## src/rtl/fetch_redirect_pkg.sv

```systemverilog
// Shared constants and types for the fetch/redirect front end.
package fetch_redirect_pkg;

    // RV32 major opcodes that the fetch unit pre-decodes
    localparam logic [6:0] OP_BRANCH = 7'b1100011;
    localparam logic [6:0] OP_JAL    = 7'b1101111;
    localparam logic [6:0] OP_JALR   = 7'b1100111;

    // Common data bus fields used here
    localparam int CDB_VALID  = 36;
    localparam int CDB_TAG_HI = 35;
    localparam int CDB_TAG_LO = 32;

    // Valid bit of the predictor mispredict report
    localparam int BP_VALID = 4;

    typedef enum logic [1:0] {
        ST_FETCH  = 2'd0,
        ST_HOLD   = 2'd1,
        ST_JSTALL = 2'd2,
        ST_DRAIN  = 2'd3
    } state_t;

endpackage

```

## src/rtl/fetch_redirect_branch_queue.sv

```systemverilog
// Circular queue of in-flight conditional branches. Entries are tagged in
// order as issue hands back ROB tags, resolved by CDB tag match, and popped
// from the head once resolved. A tag lookup returns the alternate PC used
// for mispredict recovery.
module fetch_redirect_branch_queue
    import fetch_redirect_pkg::*;
#(
    parameter int DEPTH = 8
) (
    input  logic        clk,
    input  logic        rst,
    input  logic        clear,
    input  logic        push,
    input  logic [31:0] push_alt,
    input  logic        tag_valid,
    input  logic [3:0]  tag,
    input  logic        res_valid,
    input  logic [3:0]  res_tag,
    input  logic [3:0]  lk_tag,
    output logic        full,
    output logic        lk_hit,
    output logic [31:0] lk_alt
);

    localparam int PW = $clog2(DEPTH);

    logic [DEPTH-1:0] valid_q, valid_d;
    logic [DEPTH-1:0] tagged_q, tagged_d;
    logic [DEPTH-1:0] resolved_q, resolved_d;
    logic [3:0]       tags_q [DEPTH];
    logic [3:0]       tags_d [DEPTH];
    logic [31:0]      alt_q [DEPTH];
    logic [31:0]      alt_d [DEPTH];
    logic [PW-1:0]    head_q, head_d;
    logic [PW-1:0]    tail_q, tail_d;
    logic [PW:0]      count_q, count_d;

    logic [PW-1:0]    scan_idx;
    logic             tag_done;
    logic             pop;
    logic             push_ok;

    assign full    = (count_q == (PW+1)'(DEPTH));
    assign pop     = valid_q[head_q] && resolved_q[head_q];
    assign push_ok = push && (!full || pop);

    // Tag CAM lookup for mispredict recovery
    always_comb begin
        lk_hit = 1'b0;
        lk_alt = '0;
        for (int i = 0; i < DEPTH; i++) begin
            if (valid_q[i] && tagged_q[i] && (tags_q[i] == lk_tag)) begin
                lk_hit = 1'b1;
                lk_alt = alt_q[i];
            end
        end
    end

    // Next-state: clear, tag-on-return, CAM resolve, pop then push
    always_comb begin
        valid_d    = valid_q;
        tagged_d   = tagged_q;
        resolved_d = resolved_q;
        tags_d     = tags_q;
        alt_d      = alt_q;
        head_d     = head_q;
        tail_d     = tail_q;
        count_d    = count_q;
        scan_idx   = '0;
        tag_done   = 1'b0;
        if (clear) begin
            valid_d    = '0;
            tagged_d   = '0;
            resolved_d = '0;
            head_d     = '0;
            tail_d     = '0;
            count_d    = '0;
        end else begin
            // oldest untagged entry, scanning from the head
            if (tag_valid) begin
                for (int i = 0; i < DEPTH; i++) begin
                    scan_idx = head_q + PW'(i);
                    if (!tag_done && valid_q[scan_idx] && !tagged_q[scan_idx]) begin
                        tagged_d[scan_idx] = 1'b1;
                        tags_d[scan_idx]   = tag;
                        tag_done           = 1'b1;
                    end
                end
            end
            if (res_valid) begin
                for (int i = 0; i < DEPTH; i++) begin
                    if (valid_q[i] && tagged_q[i] && (tags_q[i] == res_tag)) begin
                        resolved_d[i] = 1'b1;
                    end
                end
            end
            // pop before push so a full queue can do both in one cycle
            if (pop) begin
                valid_d[head_q]    = 1'b0;
                tagged_d[head_q]   = 1'b0;
                resolved_d[head_q] = 1'b0;
                head_d             = head_q + PW'(1);
            end
            if (push_ok) begin
                valid_d[tail_q]    = 1'b1;
                tagged_d[tail_q]   = 1'b0;
                resolved_d[tail_q] = 1'b0;
                alt_d[tail_q]      = push_alt;
                tail_d             = tail_q + PW'(1);
            end
            count_d = count_q + (PW+1)'(push_ok) - (PW+1)'(pop);
        end
    end

    // Queue storage and pointers
    always_ff @(posedge clk) begin
        if (rst) begin
            valid_q    <= '0;
            tagged_q   <= '0;
            resolved_q <= '0;
            head_q     <= '0;
            tail_q     <= '0;
            count_q    <= '0;
            for (int i = 0; i < DEPTH; i++) begin
                tags_q[i] <= '0;
                alt_q[i]  <= '0;
            end
        end else begin
            valid_q    <= valid_d;
            tagged_q   <= tagged_d;
            resolved_q <= resolved_d;
            head_q     <= head_d;
            tail_q     <= tail_d;
            count_q    <= count_d;
            tags_q     <= tags_d;
            alt_q      <= alt_d;
        end
    end

endmodule

```

## src/rtl/fetch_redirect.sv

```systemverilog
// Fetch/redirect front end: one-at-a-time fetch, branch pre-decode with
// predictor query, in-flight branch tracking and mispredict redirect.
//
// state  | meaning
// FETCH  | request outstanding at pc (if_req=1)
// HOLD   | fetched instruction held in output register for issue
// JSTALL | JALR accepted, waiting for its resolved target
// DRAIN  | redirected while a request was outstanding; drop its response
module fetch_redirect
    import fetch_redirect_pkg::*;
#(
    parameter logic [31:0] RESET_PC = 32'h0,
    parameter int          BQ_DEPTH = 8
) (
    input  logic        clk,
    input  logic        rst,
    output logic        if_req,
    output logic [31:0] if_addr,
    input  logic        if_valid,
    input  logic [31:0] if_data,
    output logic [2:0]  bp_index,
    input  logic        bp_taken,
    output logic        inst_valid,
    input  logic        inst_ready,
    output logic [31:0] inst_data,
    output logic [31:0] inst_pc,
    output logic        inst_pred,
    output logic [2:0]  inst_btype,
    input  logic        br_tag_valid,
    input  logic [3:0]  br_tag,
    input  logic [73:0] cdb,
    input  logic [4:0]  bp_tag,
    input  logic        jalr_valid,
    input  logic [31:0] jalr_target,
    output logic        flush
);

    state_t      state_q, state_d;
    logic [31:0] pc_q, pc_d;
    logic        started_q, started_d;
    logic [31:0] inst_data_q, inst_data_d;
    logic [31:0] inst_pc_q, inst_pc_d;
    logic        inst_pred_q, inst_pred_d;
    logic        is_br_q, is_br_d;
    logic        is_jalr_q, is_jalr_d;
    logic [31:0] alt_q, alt_d;
    logic        flush_q, flush_d;

    logic [6:0]  opcode;
    logic [31:0] imm_b, imm_j;
    logic [31:0] pc_plus4, br_target, jal_target;
    logic        bq_full, lk_hit;
    logic [31:0] lk_alt;
    logic        mispredict, accept, push, req_outstanding;
    logic        unused_cdb;

    assign unused_cdb = ^{cdb[73:CDB_VALID+1], cdb[CDB_TAG_LO-1:0]};

    assign opcode     = if_data[6:0];
    assign imm_b      = {{19{if_data[31]}}, if_data[31], if_data[7],
                         if_data[30:25], if_data[11:8], 1'b0};
    assign imm_j      = {{11{if_data[31]}}, if_data[31], if_data[19:12],
                         if_data[20], if_data[30:21], 1'b0};
    assign pc_plus4   = pc_q + 32'd4;
    assign br_target  = pc_q + imm_b;
    assign jal_target = pc_q + imm_j;

    // if_req stays low until the first cycle out of reset
    assign if_req     = started_q && ((state_q == ST_FETCH) || (state_q == ST_DRAIN));
    assign if_addr    = started_q ? pc_q : 32'h0;
    assign bp_index   = if_addr[4:2];
    assign inst_valid = (state_q == ST_HOLD) && !(is_br_q && bq_full);
    assign inst_data  = inst_data_q;
    assign inst_pc    = inst_pc_q;
    assign inst_pred  = inst_pred_q;
    assign inst_btype = inst_pc_q[4:2];
    assign flush      = flush_q;

    assign mispredict      = bp_tag[BP_VALID] && lk_hit;
    assign accept          = inst_valid && inst_ready;
    assign push            = accept && is_br_q && !mispredict;
    assign req_outstanding = ((started_q && (state_q == ST_FETCH)) || (state_q == ST_DRAIN))
                             && !if_valid;

    fetch_redirect_branch_queue #(
        .DEPTH(BQ_DEPTH)
    ) u_bq (
        .clk      (clk),
        .rst      (rst),
        .clear    (mispredict),
        .push     (push),
        .push_alt (alt_q),
        .tag_valid(br_tag_valid && !mispredict),
        .tag      (br_tag),
        .res_valid(cdb[CDB_VALID] && !mispredict),
        .res_tag  (cdb[CDB_TAG_HI:CDB_TAG_LO]),
        .lk_tag   (bp_tag[3:0]),
        .full     (bq_full),
        .lk_hit   (lk_hit),
        .lk_alt   (lk_alt)
    );

    // Next-state, pre-decode and redirect; mispredict overrides everything
    always_comb begin
        state_d     = state_q;
        pc_d        = pc_q;
        started_d   = 1'b1;
        inst_data_d = inst_data_q;
        inst_pc_d   = inst_pc_q;
        inst_pred_d = inst_pred_q;
        is_br_d     = is_br_q;
        is_jalr_d   = is_jalr_q;
        alt_d       = alt_q;
        flush_d     = 1'b0;
        case (state_q)
            ST_FETCH: begin
                if (started_q && if_valid) begin
                    inst_data_d = if_data;
                    inst_pc_d   = pc_q;
                    inst_pred_d = 1'b0;
                    is_br_d     = 1'b0;
                    is_jalr_d   = 1'b0;
                    alt_d       = pc_plus4;
                    pc_d        = pc_plus4;
                    state_d     = ST_HOLD;
                    case (opcode)
                        OP_BRANCH: begin
                            is_br_d     = 1'b1;
                            inst_pred_d = bp_taken;
                            pc_d        = bp_taken ? br_target : pc_plus4;
                            alt_d       = bp_taken ? pc_plus4 : br_target;
                        end
                        OP_JAL: begin
                            inst_pred_d = 1'b1;
                            pc_d        = jal_target;
                        end
                        OP_JALR: begin
                            is_jalr_d = 1'b1;
                        end
                        default: ;
                    endcase
                end
            end
            ST_HOLD: begin
                if (accept) begin
                    state_d = is_jalr_q ? ST_JSTALL : ST_FETCH;
                end
            end
            ST_JSTALL: begin
                if (jalr_valid) begin
                    pc_d    = jalr_target;
                    state_d = ST_FETCH;
                end
            end
            ST_DRAIN: begin
                if (if_valid) begin
                    state_d = ST_FETCH;
                end
            end
            default: state_d = ST_FETCH;
        endcase
        if (mispredict) begin
            pc_d    = lk_alt;
            flush_d = 1'b1;
            state_d = req_outstanding ? ST_DRAIN : ST_FETCH;
        end
    end

    // State and output registers
    always_ff @(posedge clk) begin
        if (rst) begin
            state_q     <= ST_FETCH;
            pc_q        <= RESET_PC;
            started_q   <= 1'b0;
            inst_data_q <= '0;
            inst_pc_q   <= '0;
            inst_pred_q <= 1'b0;
            is_br_q     <= 1'b0;
            is_jalr_q   <= 1'b0;
            alt_q       <= '0;
            flush_q     <= 1'b0;
        end else begin
            state_q     <= state_d;
            pc_q        <= pc_d;
            started_q   <= started_d;
            inst_data_q <= inst_data_d;
            inst_pc_q   <= inst_pc_d;
            inst_pred_q <= inst_pred_d;
            is_br_q     <= is_br_d;
            is_jalr_q   <= is_jalr_d;
            alt_q       <= alt_d;
            flush_q     <= flush_d;
        end
    end

endmodule

```

## config.mk

```make
export PLATFORM = sky130hd
export DESIGN_NAME = fetch_redirect
export DESIGN_NICKNAME = d
export VERILOG_FILES = /design/src/rtl/fetch_redirect_pkg.sv /design/src/rtl/fetch_redirect_branch_queue.sv /design/src/rtl/fetch_redirect.sv
export SDC_FILE = /design/constraint.sdc
export NUM_CORES = 2
export LEC_CHECK = 0
export BUFFER_PORTS_ARGS = -buffer_cell sky130_fd_sc_hd__buf_2
export CORE_ASPECT_RATIO = 0.7
export CORE_MARGIN = 3
export CORE_UTILIZATION = 48
export CTS_BUF_LIST = sky130_fd_sc_hd__clkbuf_2
export CTS_CLUSTER_SIZE = 24
export DETAILED_ROUTE_END_ITERATION = 10
export PLACE_DENSITY = 0.75
export SKIP_CTS_REPAIR_TIMING = 1
export SYNTH_ARGS = -nofsm -noshare
export SYNTH_HDL_FRONTEND = slang
export SYNTH_HIERARCHICAL = 1
export SYNTH_SLANG_ARGS = --single-unit
export TNS_END_PERCENT = 100
```

## constraint.sdc

```tcl
create_clock -name clk -period 8.1 [get_ports clk]
set_input_delay 0.81 -clock clk [delete_from_list [all_inputs] [get_ports clk]]
set_output_delay 0.81 -clock clk [all_outputs]
set_load 0.01 [all_outputs]
```

Yosys cells after proc, flatten, opt, wreduce, memory -nomap -nowiden
Index checks and enable logic that the tools add are counted.
Word-level totals
  bits in registers: 457
  input bits: 154
  logic and storage cells: 438
Operators by class
  add/subtract/negate cells: 13
  order comparisons: 36
  equal/unequal tests: 27
  multiplexer cells: 203
  bitwise operators: 26
  reductions and logical operators: 101
Operators with widths (number)
  2-to-1 mux 32 bit: 38
  2-to-1 mux 8 bit: 35
  bitwise mux 256 bit: 1
  bitwise mux 32 bit: 8
  one-hot mux 32 bit (2 select lines): 2
  demux 32 bit (select 3 bit): 1
  demux 4 bit (select 3 bit): 8
  bitwise OR 8 bit: 9
  logical AND 1 bit: 71
  2-to-1 mux 1 bit: 67
  adder 32 bit: 2
  == test 4 bit: 16
  binary-select mux 1 bit (select 3 bit): 17
  bitwise AND 8 bit: 5
  greater-or-equal comparator 4 bit, second input constant: 9
  < comparator 3 x 4 -> 1 bit, second input constant: 9
  < comparator 4 x 1 -> 1 bit, second input constant: 9
  NOT 3 -> 4 bit: 9
  adder 32 x 3 -> 32 bit, second input constant: 1
  2-to-1 mux 4 bit: 8
  demux 1 bit (select 3 bit): 9
  greater-or-equal comparator 3 x 1 -> 1 bit, second input constant: 9
  == test 7 bit, second input constant: 3
  zero test 1 bit: 19
  other kinds (22): 41

Logic depth before layout (Yosys ltp)
  depth in word-level cells: 62
  gate-level depth with buffers: 23
  gate-level depth less buffers: 19

Hierarchy
Netlist, hierarchy kept.
Modules (own cells, without submodules)
  fetch_redirect_branch_queue: instances 1, cells an instance 2098, area each 15815.2 um^2, sequential area each 6446.2 um^2
  fetch_redirect: instances 1, cells an instance 1404, area each 10141.0 um^2, sequential area each 2682.6 um^2

Worst setup path after synthesis
No wires, ideal clock.
  path type: input -> register
  start: input port bp_tag[0]
  end: register u_bq.count_q[2]
  arrival time: 4.623 ns
  setup slack: 3.350 ns
  stages: 23
  path buffers: 4
  cells stage by stage: clkbuf_1 xor2_1 nor2_1 nand4_1 inv_1 nor2_1 and3_1 nand4b_1 nand2_1 clkbuf_1 clkbuf_1 clkbuf_1 nand2_1 nor2_1 o21a_1 inv_1 ha_1 inv_1 ha_1 inv_1 fa_1 xor2_1 nor2_1
Between the ends
  longest elaborated chain between the ends: 16
Ends and longest elaborated chain
  start, declared: line fetch_redirect.sv:32  | input logic [4:0] bp_tag,
  == test 4 bit: line fetch_redirect_branch_queue.sv:52  | if (valid_q[i] && tagged_q[i] && (tags_q[i] == lk_tag)) begin
  logical AND 1 bit: line fetch_redirect_branch_queue.sv:52
  2-to-1 mux 1 bit (7 in series): line fetch_redirect_branch_queue.sv:52
  2-to-1 mux 1 bit *: line fetch_redirect_branch_queue.sv:52
  via lk_hit: line fetch_redirect.sv:52  | logic bq_full, lk_hit;
  logical AND 1 bit *: line fetch_redirect.sv:79  | assign mispredict = bp_tag[BP_VALID] && lk_hit;
  zero test 1 bit *: line fetch_redirect.sv:81  | assign push = accept && is_br_q && !mispredict;
  logical AND 1 bit *: line fetch_redirect.sv:81
  via push: line fetch_redirect.sv:54  | logic mispredict, accept, push, req_outstanding;
  logical AND 1 bit *: line fetch_redirect_branch_queue.sv:45  | assign push_ok = push && (!full || pop);
  adder 4 x 1 -> 4 bit *: line fetch_redirect_branch_queue.sv:111  | count_d = count_q + (PW+1)'(push_ok) - (PW+1)'(pop);
  subtractor 4 x 1 -> 4 bit *: line fetch_redirect_branch_queue.sv:111
  end signal, assigned: line fetch_redirect_branch_queue.sv:134  | count_q <= count_d;
  end, declared: line fetch_redirect_branch_queue.sv:36  | logic [PW:0] count_q, count_d;
Mark *: on every way through the listed nets, which the timed path passes. The rest lies on a longest branch.
A chain may end at the register's enable or synchronous reset.

Worst setup path after layout
  start: register u_bq/tags_q[0] in the netlist's numbering
  end: register u_bq/tags_q[18] in the netlist's numbering
Between the ends
  longest elaborated chain between the ends: 7
Ends and longest elaborated chain
  start, declared: line fetch_redirect_branch_queue.sv:30  | logic [3:0] tags_q [DEPTH];
  start signal, assigned: line fetch_redirect_branch_queue.sv:135  | tags_q <= tags_d;
  == test 4 bit *: line fetch_redirect_branch_queue.sv:52
  logical AND 1 bit *: line fetch_redirect_branch_queue.sv:52
  2-to-1 mux 1 bit *: line fetch_redirect_branch_queue.sv:52
  via lk_hit: line fetch_redirect.sv:52
  logical AND 1 bit *: line fetch_redirect.sv:79
  zero test 1 bit: line fetch_redirect.sv:93  | .tag_valid(br_tag_valid && !mispredict),
  logical AND 1 bit: line fetch_redirect.sv:93
  AND reduction 2 bit (no line) *
Marks and branches as above.

==> impl_metrics.json <==
{
  "status": "finished with violations",
  "violations": "DRC",
  "crit_required_ns": 9.15,
  "clock.fmax_mhz": 191,
  "nNetsFinal": 3814,
  "postLayoutCoreUtil_pct": 53.9,
  "start_kind": "flip-flop",
  "worst_path_most_repeated_cell": "buf_4",
  "crit_chain": "xor2_1 -> nor2_1 -> nand4_1 -> buf_4 -> inv_1 -> nor2_2 -> buf_4 -> and3_1 -> nand4b_1 -> nand2_2 -> buf_4 -> inv_2 -> nor2b_1 -> o21ai_1 -> mux2i_1",
  "die_y_um": 201,
  "drv_cap": 0,
  "peakVddDrop_mv": 0.102,
  "grt_pass1_vias": 23900,
  "power_density_nw_per_um2": 160,
  "post-route-period-util_pct": 64.6,
  "leakage_uw": 0.0106,
  "core_sq_um": 52800,
  "p_total_uw": 4560,
  "die_w_um": 284,
  "tightest_slew_ns": 1.23,
  "ys_warn_count": 6,
  "ant_nets": 0,
  "final_cells": 4392,
  "tritoncts": "yes",
  "placed_cells": 4166,
  "synth_seq_cells": 456,
  "num_vias": 27000,
  "gp_congestion": 0.998,
  "arrival_ns": 6.28,
  "io_pins": 260,
  "firstDrtPassIters": 10,
  "synthFlopType": "dfxtp_1",
  "area_delta_synth_final_pct": 9.66,
  "cts_num_sinks": 456,
  "ys_seq_area_share_pct": 35.2,
  "critPathMaxFanout": 38,
  "drtIter0Drc": 3491,
  "cpMaxStageDelayCell": "nor2b_1",
  "slowest_delay_ns": 0.91,
  "antenna_found_initial": 4,
  "route.detailed.drc": 4,
  "syn_area_sq_um": 26000,
  "hold_viol_final": 0,
  "async_flop_share_pct": 0,
  "numCtsBuffers": 109,
  "grt_max_degree": 105,
  "clockRootBuffer": "clkbuf_2",
  "clk_latency_ns": 1.20,
  "drv_slew": 0,
  "postSynthAreaPerCell_sq_um": 7.41,
  "endpoint_kind": "flip-flop",
  "mostFrequentLayoutCell": "nand2_1",
  "setup_violations": 0,
  "grt_usage_pct": 29.8,
  "drive_above_1_share_pct": 13.3,
  "grt_remaining_overflow": 0,
  "die_area_sq_um": 56900,
  "place.detailed.hpwl_um": 60100,
  "mostFrequentLayoutCells": "nand2_1 (886), a21oi_1 (465), dfxtp_1 (456)",
  "rows": 70,
  "routed_via_density": 6.14,
  "wl_um": 90200,
  "skew_ns": 0.105,
  "grt_first_pass_wirelength_um": 137000,
  "synthCells": 3502,
  "h-tree-depth": 3,
  "wl_per_cell_um": 20.5,
  "finalCriticalPeriod_ns": 5.23,
  "rsz0062_at_grt": "false",
  "ctsLongestPathBuffers": 3,
  "hp-class": "in -> reg",
  "place.port_buffers": 190,
  "initial_utilization_pct": 49.1,
  "fin_setup_tns_ns": 0,
  "path_clk_slew_ns": 0.12,
  "synth_enable_flop_cells": 0,
  "synth.distinct_cells": 103,
  "syn-num-nets": 3719,
  "critPathKind": "reg -> reg",
  "maxSlewHeadroom_pct": 16.8
}
## path summary, 6_finish.rpt
| path | start | endpoint | slack [ns] | cells past startpoint |
|---|---|---|---|---|
| worst max register to register | u_bq/tags_q[0] | u_bq/tags_q[18] | 2.87 | 15 |
| worst max-delay path | u_bq/tags_q[0] | u_bq/tags_q[18] | 2.87 | 15 |
| worst min-delay path | jalr_target[16] | pc_q[16] | 0.01 | 3 |
| worst min register to register | inst_data[30] | inst_data[30] | 0.45 | 2 |
## registers in the layout (all words and copies together), names as in the netlist
signal,flops
is_br_q,1
u_bq/resolved_q,8
u_bq/tags_q,32
state_q,2
pc_q,32
u_bq/tail_q,3
alt_q,31
u_bq/alt_q,256
inst_pc,32
u_bq/valid_q,8
inst_data,32
u_bq/tagged_q,8
is_jalr_q,1
inst_pred,1
u_bq/count_q,4
started_q,1
flush,1
u_bq/head_q,3
## logic make-up (layout without fill, tap and decap cells)
kind of cell	Yosys count	after routing	synth area share, %
adders and majority gates	63	63	3.12
AOI/OAI and AO/OA	989	989	24.5
DFF	456	456	35.2
muxes	54	54	2.83
xor gates and xnor gates	133	133	4.49
and+or+nand+nor	1464	1464	24.4
buffers and inverters	343	506	5.46
other	0	7	0
## area by class of cell
type,count,area [sq um]
antenna,7,17.5
clock buffer,146,731
clock inverter,33,235
fill,5057,24300
inverter,41,159
multi-input combinational,2703,15500
sequential,456,9130
tap,720,901
timing repair buffer,286,1780
## critical path: cells and delay by family, from the launching register on
kind,cells,cell delay [ns]
AO/OA/AOI/OAI,1,0.49
XOR/XNOR,1,0.15
buffers and inverters,5,1.92
flip-flops,1,0.40
multiplexers,1,0.22
AND/OR/NAND/NOR,7,1.85
## metrics by stage
step / worst slack, ns / hold slack [ns] / cell area [sq um]
after CTS: 3.05 / -0.202 / 28000
after floorplan: 3.35 / 0.431 / 26000
final: 2.87 / 0.0141 / 28500
after global routing: 2.55 / -0.0193 / 28500
after detailed placement: 2.30 / 0.443 / 27100
after global placement: 2.35 / 0.440 / 27100
## cells in the mapped netlist, drive strengths merged, types with 8 or more instances
cell type / number / share of area (%)
inv: 39 / 0.58
buf: 42 / 0.94
o21ai: 102 / 2.0
a221oi: 46 / 1.6
mux4: 15 / 1.3
xnor2: 65 / 2.2
clkbuf: 260 / 3.9
a211oi: 27 / 0.86
o211ai: 61 / 1.8
or2: 8 / 0.19
o221ai: 11 / 0.37
nor2: 217 / 3.1
ha: 60 / 2.9
xor2: 68 / 2.3
nand2: 887 / 13
nand3: 69 / 1.3
and3: 23 / 0.57
o21a: 11 / 0.32
mux2i: 34 / 1.3
nand2b: 17 / 0.41
o22ai: 34 / 0.82
and2: 46 / 1.1
nand4: 32 / 0.77
a31oi: 49 / 1.2
a21oi: 470 / 9.2
o31ai: 9 / 0.28
a22oi: 12 / 0.35
a21o: 25 / 0.72
or3: 20 / 0.48
o311ai: 42 / 1.4
o21bai: 11 / 0.32
nor4: 24 / 0.71
dfxtp: 456 / 35
and4: 10 / 0.34
nor3: 70 / 1.4
nor2b: 18 / 0.43
## metal layers
metal  vias to the layer above  routed length, um  share of wire (%)  track usage [%]
met3                       202              12500                 14             10.1
met2                      1733              36800                 41             41.4
met1                     12500              38400                 43             43.3
met5                         -                  0                  0                0
li1                      12500                  -                  -                -
met4                         0               2440                2.7             8.86
## power by group
| part | total (uW) | switching (uW) | leakage (uW) | internal, uW |
|---|---|---|---|---|
| Combinational | 645 | 422 | 0.00621 | 222 |
| Clock | 1570 | 962 | 0.000717 | 612 |
| Sequential | 2340 | 70.1 | 0.00368 | 2270 |
| Total | 4560 | 1450 | 0.0106 | 3110 |
(Power assumes the default switching activity.)
